==> src/rtl/shuffle_solve_pkg.sv <==
// Shared types for the shuffle/solve puzzle sequencer: tone codes, audio states, modes.
package shuffle_solve_pkg;

  typedef enum logic [1:0] {
    CLICK_SHUF  = 2'd0,
    CLICK_SOLVE = 2'd1,
    ERROR       = 2'd2,
    VICTORY     = 2'd3
  } tone_e;

  typedef enum logic [2:0] {
    OFF   = 3'd0,
    WAKE  = 3'd1,
    START = 3'd2,
    PLAY  = 3'd3,
    HOLD  = 3'd4
  } audio_state_e;

  typedef enum logic {
    SOLVE   = 1'b0,
    SHUFFLE = 1'b1
  } mode_e;

  // Victory runs at the louder 12 dB setting; everything else at 6 dB.
  function automatic logic tone_gain(input tone_e code);
    return (code == VICTORY) ? 1'b0 : 1'b1;
  endfunction

endpackage

==> src/rtl/shuffle_solve_ctrl_btn_debounce.sv <==
// Two-flop synchronizer, counter debouncer and rising-edge press pulse for a raw button.
module btn_debounce #(
  parameter int DEBOUNCE_CYCLES = 1000000
) (
  input  logic clk,
  input  logic rst,
  input  logic btn,
  output logic press
);

  localparam int CW = (DEBOUNCE_CYCLES > 1) ? $clog2(DEBOUNCE_CYCLES) : 1;
  localparam logic [CW-1:0] RELOAD = CW'(DEBOUNCE_CYCLES - 1);

  logic          btn_p0;
  logic          btn_p1;
  logic          level;
  logic          level_q;
  logic [CW-1:0] cnt;

  always_ff @(posedge clk or posedge rst) begin
    if (rst) begin
      btn_p0  <= 1'b0;
      btn_p1  <= 1'b0;
      level   <= 1'b0;
      level_q <= 1'b0;
      cnt     <= RELOAD;
    end else begin
      btn_p0  <= btn;
      btn_p1  <= btn_p0;
      level_q <= level;
      // Any cycle agreeing with the current level restarts the stability window.
      if (btn_p1 == level) begin
        cnt <= RELOAD;
      end else if (cnt == '0) begin
        level <= btn_p1;
        cnt   <= RELOAD;
      end else begin
        cnt <= cnt - CW'(1);
      end
    end
  end

  assign press = level & ~level_q;

endmodule

==> src/rtl/shuffle_solve_ctrl.sv <==
// Game/audio sequencer: button moves, move counter, tone scheduling and amplifier power.
// Optional macro SHUFFLE_SOLVE_AMP_AUTO_SHDN_EN lets HOLD time out and shut the amplifier down.
module shuffle_solve_ctrl
  import shuffle_solve_pkg::*;
#(
  parameter int DEBOUNCE_CYCLES = 1000000,
  parameter int AMP_WAKE_CYCLES = 100000,
  parameter int HOLD_CYCLES     = 5000000,
  parameter int MAX_MOVES       = 15,
  parameter int CNT_W           = 4
) (
  input  logic             clk,
  input  logic             rst,
  input  logic             sw15,
  input  logic             btnC,
  input  logic             tone_busy,
  output logic             tone_start,
  output logic [1:0]       tone_sel,
  output logic             amp_shdn,
  output logic             amp_gain,
  output logic [CNT_W-1:0] move_count,
  output logic             solved
);

  localparam int WAKE_W = (AMP_WAKE_CYCLES > 1) ? $clog2(AMP_WAKE_CYCLES) : 1;
  localparam int HOLD_W = (HOLD_CYCLES > 1) ? $clog2(HOLD_CYCLES) : 1;
  localparam logic [CNT_W-1:0] MAX_CNT = CNT_W'(MAX_MOVES);

  logic              sw15_p0;
  logic              sw15_p1;
  logic              press;
  logic              req_vld;
  tone_e             req_code;
  logic [CNT_W-1:0]  cnt_nxt;
  logic              solved_nxt;
  logic              pend_vld;
  tone_e             pend_code;
  logic              eff_vld;
  tone_e             eff_code;
  logic              start_ld;
  tone_e             tone_sel_q;
  audio_state_e      state;
  audio_state_e      state_nxt;
  logic [WAKE_W-1:0] wake_cnt;
  logic [HOLD_W-1:0] hold_cnt;

  btn_debounce #(
    .DEBOUNCE_CYCLES(DEBOUNCE_CYCLES)
  ) u_btn_debounce (
    .clk  (clk),
    .rst  (rst),
    .btn  (btnC),
    .press(press)
  );

  always_ff @(posedge clk or posedge rst) begin
    if (rst) begin
      sw15_p0 <= 1'b0;
      sw15_p1 <= 1'b0;
    end else begin
      sw15_p0 <= sw15;
      sw15_p1 <= sw15_p0;
    end
  end

  // Move rules, evaluated in the press cycle with the synchronized mode.
  always_comb begin
    req_code   = ERROR;
    cnt_nxt    = move_count;
    solved_nxt = solved;
    if (mode_e'(sw15_p1) == SHUFFLE) begin
      if (move_count < MAX_CNT) begin
        cnt_nxt    = move_count + CNT_W'(1);
        solved_nxt = 1'b0;
        req_code   = CLICK_SHUF;
      end
    end else if (move_count > CNT_W'(1)) begin
      cnt_nxt  = move_count - CNT_W'(1);
      req_code = CLICK_SOLVE;
    end else if (move_count == CNT_W'(1)) begin
      cnt_nxt    = '0;
      solved_nxt = 1'b1;
      req_code   = VICTORY;
    end
  end

  assign req_vld = press;

  always_ff @(posedge clk or posedge rst) begin
    if (rst) begin
      move_count <= '0;
      solved     <= 1'b0;
    end else if (press) begin
      move_count <= cnt_nxt;
      solved     <= solved_nxt;
    end
  end

  // A request in the same cycle counts as pending and is the newest entry.
  assign eff_vld  = req_vld | pend_vld;
  assign eff_code = req_vld ? req_code : pend_code;

  always_ff @(posedge clk or posedge rst) begin
    if (rst) state <= OFF;
    else     state <= state_nxt;
  end

  always_comb begin
    state_nxt = state;
    case (state)
      OFF:   if (eff_vld) state_nxt = WAKE;
      WAKE:  if (wake_cnt == '0) state_nxt = START;
      START: if (tone_busy) state_nxt = PLAY;
      PLAY:  if (!tone_busy) state_nxt = HOLD;
      HOLD: begin
        if (eff_vld) begin
          state_nxt = START;
        end
`ifdef SHUFFLE_SOLVE_AMP_AUTO_SHDN_EN
        else if (hold_cnt == '0) begin
          state_nxt = OFF;
        end
`endif
      end
      default: state_nxt = OFF;
    endcase
  end

  always_comb begin
    tone_start = (state == START);
    amp_shdn   = (state != OFF);
  end

  assign start_ld = (state_nxt == START) && (state != START);

  always_ff @(posedge clk or posedge rst) begin
    if (rst) begin
      pend_vld   <= 1'b0;
      tone_sel_q <= CLICK_SHUF;
      amp_gain   <= 1'b1;
      wake_cnt   <= '0;
      hold_cnt   <= '0;
    end else begin
      if (start_ld) begin
        pend_vld   <= 1'b0;
        tone_sel_q <= eff_code;
        amp_gain   <= tone_gain(eff_code);
      end else if (req_vld) begin
        pend_vld <= 1'b1;
      end
      if (state == OFF && state_nxt == WAKE) begin
        wake_cnt <= WAKE_W'(AMP_WAKE_CYCLES - 1);
      end else if (state == WAKE && wake_cnt != '0) begin
        wake_cnt <= wake_cnt - WAKE_W'(1);
      end
      if (state == PLAY && state_nxt == HOLD) begin
        hold_cnt <= HOLD_W'(HOLD_CYCLES - 1);
      end else if (state == HOLD && hold_cnt != '0) begin
        hold_cnt <= hold_cnt - HOLD_W'(1);
      end
    end
  end

  // Code storage only matters while pend_vld is set, so it carries no reset.
  always_ff @(posedge clk) begin
    if (req_vld && !start_ld) pend_code <= req_code;
  end

  assign tone_sel = tone_sel_q;

endmodule
==> config.mk <==
export PLATFORM = sky130hd
export DESIGN_NAME = shuffle_solve_ctrl
export DESIGN_NICKNAME = d
export VERILOG_FILES = /design/src/rtl/shuffle_solve_pkg.sv /design/src/rtl/shuffle_solve_ctrl_btn_debounce.sv /design/src/rtl/shuffle_solve_ctrl.sv
export SDC_FILE = /design/constraint.sdc
export NUM_CORES = 1
export LEC_CHECK = 0
export ABC_AREA = 1
export CORE_MARGIN = 3
export CORE_UTILIZATION = 50
export DETAILED_ROUTE_END_ITERATION = 8
export GPL_ROUTABILITY_DRIVEN = 0
export GPL_TIMING_DRIVEN = 0
export PLACE_DENSITY_LB_ADDON = 0.08
export SKIP_CTS_REPAIR_TIMING = 1
export SLEW_MARGIN = 15
export SYNTH_ARGS = -nofsm -noshare
export SYNTH_HDL_FRONTEND = slang
export SYNTH_SLANG_ARGS = --single-unit
export TNS_END_PERCENT = 20
==> constraint.sdc <==
create_clock -name clk -period 1.56 [get_ports clk]
set_input_delay 0.156 -clock clk [delete_from_list [all_inputs] [get_ports clk]]
set_output_delay 0.156 -clock clk [all_outputs]
set_load 0.01 [all_outputs]
==> results.cfg, run 1 <==
[grt]
globalRouteOverflowTotal = 0
antenna_found_initial = 0
grt_max_degree = 30
grt_pass1_wl_um = 11810
grt_use_total_pct = 19.80
grt_pass1_vias = 2651

[logic_synthesis]
synth_top_area_cell = dfrtp_1
yosys.area.top_type_share_pct = 32.02
synth_area_mm2 = 0.003282
ys_top_cells_by_area = dfrtp_1, dfstp_2, nand2_1
synthTopCellsByCount = nand2_1, inv_1, nor2_1, nand3_1, dfrtp_1
synth.most_common_cell = nand2_1
ys_ff_latch = 57
yosysWarnings = 0
syn_inst = 417
synth_flop_cell = dfrtp_1
syn_nets = 429
yosysSeqAreaShare_pct = 44.26
avgSynthCellArea_um2 = 7.870
synth_edf_count = 2
yosysUniqueCellTypes = 33
synthArstFlopShare_pct = 96.49

[status]
violations = negative setup slack
status = complete, but fails checks

[worst_hold_path]
holdCritPathClass = in -> async

[setup_path]
crit_start = wake_cnt[0]$_DFFE_PP0P_
critPathKind = reg -> reg
crit_fanout = 4
required_ns = 1.67
crit_arrival_ns = 1.88
start_kind = flop
r2r_start = wake_cnt[0]$_DFFE_PP0P_
end_kind = flop

[final_layout]
n_antenna_cell = 0
synthToLayoutAreaGrowth_pct = 21.39
seq_area_mm2 = 0.001456
stdcell_count = 539
multiInputGateArea_mm2 = 0.001715
fill_cells = 525
finalNetCount = 471
drive_gt1_share_pct = 25.65

[place]
placed_cells = 507
io_buffers = 14
dp_hpwl_um = 4774
place_worst_setup_slack_ns = -0.2230

[pwr]
power.leakage_uw = 0.001944
p_per_area_mw_per_mm2 = 690.6
finalPower_uw = 2751
peakVddDrop_mv = 0.5117

[sta]
clock_skew_ns = 0.004333
hold_violations = 0
relSlewSlack_pct = 57.05
hold_slack_ns = 0.2249
setup_viol = 18
slew_viol_final = 0
tns_ns = -1.836
max_freq_mhz = 565.8
tightest_slew_ns = 0.6433
min_period_ns = 1.767
setup_ws_ns = -0.2075
rsz0062_at_grt = true
period_share_pct = 113.3

[drt]
ant_nets = 0
routed_wl_um = 6891
drc = 0
drt_first_pass_iters = 5
via_count = 2775
drtIter0Drc = 137
wl_per_cell_um = 12.78
routed_via_density = 5.148

[floorplanning]
rows = 28
die_y_um = 87.02
core_area_mm2 = 0.006131
start_util_pct = 53.53
dieArea_mm2 = 0.007572
ios = 15
fp.dieW_um = 87.02

[cts]
cts_max_path_buffers = 2
cts_root_buffer = clkbuf_8
clk_latency_ns = 0.34
cts-htree-levels = 3
clkSinkCount = 57
cts_tree = built
clkTransAtPathRegs_ns = 0.07
cts_buffers = 9

[run]
cap_violations = 0
## cell usage in the layout, fill, tap and decap left out, types with 3 or more instances in the layout
cell	n
nand2_2	9
xor2_1	11
nor3_1	6
o21ai_0	16
or2_2	3
o21ai_2	9
nand2_4	4
clkdlybuf4s50_1	11
dfrtp_2	3
dfrtp_1	39
nor2_2	5
inv_2	8
inv_4	3
nor2_4	11
nand2_1	85
dlymetal6s2s_1	3
ha_2	4
nand3_1	47
nand4_1	13
clkinv_2	6
a21oi_1	4
inv_1	50
nor2_1	47
dfstp_2	13
clkbuf_8	9
buf_4	14
## worst max-delay path, cell delays in order (launching register included)
cell     delay [ns]
dfrtp_1        0.40
inv_2          0.11
ha_4           0.14
inv_2          0.03
nor2_2         0.10
nand2_2        0.08
nor2_4         0.15
nand2_4        0.09
a21oi_4        0.20
nand3_4        0.11
inv_4          0.08
nor2_4         0.04
## layout make-up
| class | instances | share of cell area (%) |
|---|---|---|
| sequential | 57 | 36.56 |
| timing repair inverter | 1 | 0.1570 |
| clock inverter | 7 | 0.9422 |
| inverter | 61 | 6.062 |
| multi-input combinational | 297 | 43.06 |
| timing repair buffer | 30 | 7.129 |
| clock buffer | 9 | 3.109 |
| tap | 75 | 2.356 |
| buffer | 2 | 0.6281 |
## stage by stage
stage	instance area, um2	utilization [%]
2_1_floorplan	3282	-
3_3_place_gp	3516	57.35
3_5_place_dp	3536	57.67
4_1_cts	3697	60.31
5_1_grt	3984	64.98
6_report	3984	64.98
## power by group
| group | switching [uW] | internal (uW) | total [uW] |
|---|---|---|---|
| registers | 7.20 | 1500 | 1510 |
| logic | 61.4 | 32.3 | 93.7 |
| clock network | 592 | 556 | 1150 |
## flip-flops by register name (all words and copies together), names as in the netlist, 2 cells and up
register            flops
state                   3
wake_cnt               17
tone_sel                2
pend_code               2
u_btn_debounce.cnt     20
move_count              4
## path summary, 6_finish.rpt
kind | endpoint | slack [ns] | cells past startpoint
setup reg to reg | pend_code[0]$_DFFE_PP_ | -0.21 | 11
min in group clk | sw15_p0$_DFF_PP0_ | 0.25 | 1
setup / recovery | pend_code[0]$_DFFE_PP_ | -0.21 | 11
hold / removal | tone_sel[1]$_DFFE_PP0P_ | 0.22 | 2
hold reg to reg | u_btn_debounce.btn_p1$_DFF_PP0_ | 0.35 | 0
max in group asynchronous | u_btn_debounce.cnt[4]$_DFF_PP1_ | 0.69 | 3
## cell families after synthesis
kind of cell	Yosys count	synth area share [%]
xor+xnor	13	3.469
flops	57	44.26
compound gates	36	7.282
fa+ha+maj	7	2.669
simple gates	241	34.85
buf+inv	63	7.472
## routing by layer
| metal | share of wire (%) | up-vias | GRT usage [%] |
|---|---|---|---|
| met3 | 3.5 | 13 | 4.541 |
| met4 | 1.7 | 0 | 8.782 |
| li1 | - | 1428 | - |
| met2 | 49 | 60 | 31.68 |
| met1 | 46 | 1274 | 25.54 |
| met5 | 0 | - | 0 |
No activity file was read; power rests on OpenSTA's default activity.
==> inputs of run 2 (changes only) <==
CORE_UTILIZATION = 55   (was 50)
==> run 2 against run 1 <==
Effect of this change: the flow still finishes with violations (negative setup slack); global-route usage rose by 0.069 points; first-iteration DRC count fell by 41%; total power rose by 8.6%; clock-buffer cell count did not move; register-to-register slack improved by 0.02 ns; non-clock buffer count fell by 3; sequential cell count did not move; clock power rose by 19%; worst hold slack got worse by 0.0047 ns; sequential share of layout area rose by 0.14 points.
==> results.cfg, run 2 (synthesis results as in run 1) <==
[place]
dp_hpwl_um = 4838
io_buffers = 14
postPlaceCellArea_mm2 = 0.003532
placed_cells = 504

[grt]
globalRouteOverflowTotal = 0
grt_use_total_pct = 19.87
grt_pass1_vias = 2619
antenna_found_initial = 0
grt_pass1_wl_um = 11250
grt_max_degree = 30

[sta]
min_period_ns = 1.743
tns_ns = -1.053
tightest_slew_ns = 0.6466
relSlewSlack_pct = 56.83
rsz0062_at_grt = true
hold_violations = 0
setup_viol = 20
slew_viol_final = 0
max_freq_mhz = 573.8
setup_ws_ns = -0.1829
clock_skew_ns = 0.01409
period_share_pct = 111.7

[final_layout]
n_antenna_cell = 0
final_common_cell = nand2_1
stdcell_count = 533
largest-register = u_btn_debounce.cnt
final_cell_mix = nand2_1, inv_1, nor2_1
largest_registers = u_btn_debounce.cnt: 20 flops, wake_cnt: 17 flops, move_count: 4 flops
largest_reg_flops = 20
drive_gt1_share_pct = 25.38
final_area_mm2 = 0.003975
synthToLayoutAreaGrowth_pct = 21.12
finalNetCount = 468

[status]
status = complete, but fails checks
violations = negative setup slack

[cts]
cts_tree = built
clkTransAtPathRegs_ns = 0.07
clkSinkCount = 57
cts-htree-levels = 3
cts_root_buffer = clkbuf_8
cts_max_path_buffers = 2
clk_latency_ns = 0.34
cts_buffers = 9

[setup_path]
crit_arrival_ns = 1.84
slowest_stage = dfrtp_1
max_stage_delay_ns = 0.40
end_kind = flop
required_ns = 1.66
crit_fanout = 4
critPathTopFamily = simple AND/OR/NAND/NOR gates
critPathKind = reg -> reg
start_kind = flop
crit_chain = inv_2, ha_1, inv_1, nor2_1, nand2_1, nor2_4, nand2_4, a21oi_4, nand3_4, inv_2, nor2_1
crit_buf_inv = 3

[floorplanning]
die_y_um = 83.25
dieArea_mm2 = 0.006930
rows = 27
ios = 15
core_area_mm2 = 0.005642
start_util_pct = 58.17
fp.dieW_um = 83.25

[pwr]
power.switching_uw = 714.1
pwr-share-comb_pct = 3.5
seqPwrFrac_pct = 50.6
p_int_uw = 2273
pwr-share-clk_pct = 45.9
peakVddDrop_mv = 0.7247
power.leakage_uw = 0.001929
p_sw_share_pct = 23.90
p_per_area_mw_per_mm2 = 751.5

[drt]
drt_first_pass_iters = 5
routed_wl_um = 6847
drc = 0
routed_via_density = 5.208
ant_nets = 0
via_count = 2776
wl_per_cell_um = 12.85
drtIter0Drc = 81

[run]
cap_violations = 0

[worst_hold_path]
holdCritPathClass = in -> async
[run 2: cell count changes in the layout (fill, tap and decap cells not counted), sizes merged]
cell,change
clkinvlp,+1
inv,+1
buf,-3
clkinv,-3
bufinv,+1
[run 2: path summary, 6_finish.rpt]
check                           slack [ns]  cells past startpoint                          endpoint                            start
worst max-delay path                 -0.18                     11            pend_code[1]$_DFFE_PP_          wake_cnt[0]$_DFFE_PP0P_
worst min register to register        0.35                      0   u_btn_debounce.btn_p1$_DFF_PP0_  u_btn_debounce.btn_p0$_DFF_PP0_
worst min-delay path                  0.22                      2                state[0]$_DFF_PP0_                              rst
min in group clk                      0.25                      1   u_btn_debounce.btn_p0$_DFF_PP0_                             btnC
worst max register to register       -0.18                     11            pend_code[1]$_DFFE_PP_          wake_cnt[0]$_DFFE_PP0P_
max in group asynchronous             0.70                      3  u_btn_debounce.cnt[14]$_DFF_PP1_                              rst
[run 2: area by class of cell]
class / instances / area (um2)
Multi-Input combinational cell: 297 / 1700
Fill cell: 428 / 1667
Sequential cell: 57 / 1459
Timing Repair Buffer: 27 / 270.3
Inverter: 61 / 239.0
Clock buffer: 9 / 123.9
Tap cell: 72 / 90.09
Clock inverter: 7 / 70.07
Buffer: 2 / 16.27
Timing Repair inverter: 1 / 6.256
[run 2: per-stage QoR]
stage / hold slack, ns / util, % / setup slack (ns) / total power, uW
4_1_cts: 0.2325 / 66.05 / -0.2980 / 2991
2_1_floorplan: 0.1874 / - / -0.03618 / 1581
3_3_place_gp: 0.3337 / 62.25 / -0.9540 / 1608
5_1_grt: 0.2332 / 70.46 / -0.3180 / 3096
6_report: 0.2202 / 70.46 / -0.1829 / 2987
3_5_place_dp: 0.3363 / 62.61 / -0.2198 / 1619
[run 2: layer usage]
layer	vias up	share of wire [%]	routed length, um	GRT usage (%)
met3	16	3.2	219	6.250
met4	0	2.1	144	7.132
met5	-	0	0	0
met2	46	50	3447	33.89
met1	1298	44	3035	23.49
li1	1416	-	-	-
[run 2: power groups by stage]
stage	Clock [uW]	Sequential [uW]	Combinational, uW
2_1_floorplan	0	1530	47.2
3_3_place_gp	0	1540	73.1
3_5_place_dp	0	1540	82.9
4_1_cts	1400	1510	83.3
5_1_grt	1470	1510	118
6_report	1370	1510	105
==> inputs of run 3 (changes only) <==
CELL_PAD_IN_SITES_DETAIL_PLACEMENT = 1   (was default)
CELL_PAD_IN_SITES_GLOBAL_PLACEMENT = 1   (was default)
CORE_UTILIZATION = 25   (was 55)
==> run 3 against run 2 <==
Effect of this change: the run still ends with negative setup slack left; clock power increased by 65%; fmax fell by 0.35%; non-clock buffer count increased by 7; register-to-register slack about the same; design area up 10%.
==> results.cfg, run 3 (synthesis results as in run 1) <==
[status]
status = complete, but fails checks
violations = negative setup slack

[drt]
ant_nets = 0
routed_via_density = 4.484
drt_first_pass_iters = 4
via_count = 2874
drc = 0
drtIter0Drc = 92
routed_wl_um = 8867
wl_per_cell_um = 13.83

[final_layout]
drive_gt1_share_pct = 27.51
final_common_cell = nand2_1
n_antenna_cell = 0
finalNetCount = 476
largest-register = u_btn_debounce.cnt
largest_registers = u_btn_debounce.cnt: 20 flops, wake_cnt: 17 flops, move_count: 4 flops
multiInputGateArea_mm2 = 0.001760
seq_area_mm2 = 0.001460
stdcell_count = 641
final_area_mm2 = 0.004388
largest_reg_flops = 20
final_cell_mix = nand2_1, inv_1, nor2_1
synthToLayoutAreaGrowth_pct = 33.70
fill_cells = 1549

[place]
postPlaceCellArea_mm2 = 0.003667
io_buffers = 14
dp_hpwl_um = 6289
placed_cells = 604

[sta]
max_freq_mhz = 571.8
relSlewSlack_pct = 52.74
setup_ws_ns = -0.1889
rsz0062_at_grt = true
period_share_pct = 112.1
clock_skew_ns = 0.004288
tightest_slew_ns = 0.7065
slew_viol_final = 0
hold_violations = 0
min_period_ns = 1.749
setup_viol = 21

[pwr]
pwr-share-comb_pct = 2.5
power.leakage_uw = 0.002053
pwr-share-clk_pct = 58.4
peakVddDrop_mv = 0.5171
p_int_uw = 3084
p_per_area_mw_per_mm2 = 882.8
p_sw_share_pct = 20.37
power.switching_uw = 789.0
seqPwrFrac_pct = 39.0

[setup_path]
cpMostUsedCell = inv_2
crit_fanout = 3
slowest_stage = dfrtp_1
worstSetupPathDepth = 11
ff2ff_setup_slack_ns = -0.19
crit_arrival_ns = 1.84
reg2regPathDepth = 11
end_kind = flop
max_stage_delay_ns = 0.39
critPathTopFamily = simple AND/OR/NAND/NOR gates
crit_chain = inv_2, ha_4, inv_2, nor2_1, nand2_1, nor2_4, nand2_4, a21oi_4, nand3_4, inv_2, nor2_2
crit_buf_inv = 3
required_ns = 1.65
critPathKind = reg -> reg
start_kind = flop

[worst_hold_path]
holdCritPathClass = in -> async

[cts]
cts_root_buffer = clkbuf_16
cts_max_path_buffers = 2
clk_latency_ns = 0.33
clkSinkCount = 57
cts_buffers = 9
cts-htree-levels = 3
cts_tree = built
clkTransAtPathRegs_ns = 0.05

[grt]
antenna_found_initial = 0
grt_max_degree = 48
grt_use_total_pct = 12.99
globalRouteOverflowTotal = 0
grt_pass1_wl_um = 14710
grt_pass1_vias = 2981

[floorplanning]
start_util_pct = 25.80
fp.dieW_um = 120.6
rows = 41
die_y_um = 120.6
ios = 15
core_area_mm2 = 0.01272
dieArea_mm2 = 0.01454

[run]
cap_violations = 0
run 3: changes by cell type in the layout (fill, tap and decap cells not counted), sizes merged:
cell	before	now
buf	15	22
clkinvlp	2	1
nand2	99	100
clkbuf	9	10
inv	63	62
bufinv	1	3
clkinv	3	2
run 3: per-layer routing:
metal  vias to the layer above  share of wire, %  global-route usage (%)
met5                         -                 0                       0
met4                         0              0.98                   3.966
met3                         9               2.7                   4.724
met2                        19                51                   21.66
met1                      1408                45                   15.67
li1                       1438                 -                       -
run 3: cell type report:
class | count | area share, %
sequential | 57 | 33.28
tap | 172 | 4.904
timing repair buffer | 34 | 7.784
inverter | 61 | 5.503
clock inverter | 6 | 2.424
clock buffer | 10 | 5.218
buffer | 2 | 0.5703
multi-input combinational | 298 | 40.12
timing repair inverter | 1 | 0.1996
run 3: metrics by stage:
stage,hold slack (ns),setup WS [ns],utilization (%),TNS [ns],power [uW]
after floorplan,0.1874,-0.03618,-,-0.07236,1581
after global placement,0.3362,-1.305,28.59,-68.80,1617
after detailed placement,0.3363,-0.2683,28.83,-5.331,1628
after CTS,0.05563,-0.2879,31.46,-6.602,3969
after global routing,0.05623,-0.3051,34.49,-5.811,4039
final,0.06957,-0.1889,34.49,-1.679,3873
run 3: power groups by stage:
stage	Combinational (uW)	Clock (uW)	Sequential (uW)
floorplan	47.2	0	1530
global placement	81.4	0	1540
detailed placement	91.9	0	1540
CTS	92.4	2370	1510
global route	114	2410	1510
finish	98.3	2260	1510
run 3: worst reg2reg max path: cells and delay by family, from the launching register on:
| family | cells | cell delay [ns] |
|---|---|---|
| DFF | 1 | 0.39 |
| buffers and inverters | 3 | 0.19 |
| AOI/OAI and AO/OA | 1 | 0.20 |
| adders and majority gates | 1 | 0.13 |
| and+or+nand+nor | 6 | 0.60 |
run 3: path summary, 6_finish.rpt:
check                                           startpoint                               to
setup / recovery                   wake_cnt[0]$_DFFE_PP0P_           pend_code[1]$_DFFE_PP_
min in group clk                                      sw15                sw15_p0$_DFF_PP0_
max in group asynchronous                              rst  u_btn_debounce.cnt[5]$_DFF_PP1_
hold / removal                                         rst               state[0]$_DFF_PP0_
setup reg to reg                   wake_cnt[0]$_DFFE_PP0P_           pend_code[1]$_DFFE_PP_
hold reg to reg            u_btn_debounce.btn_p0$_DFF_PP0_  u_btn_debounce.btn_p1$_DFF_PP0_
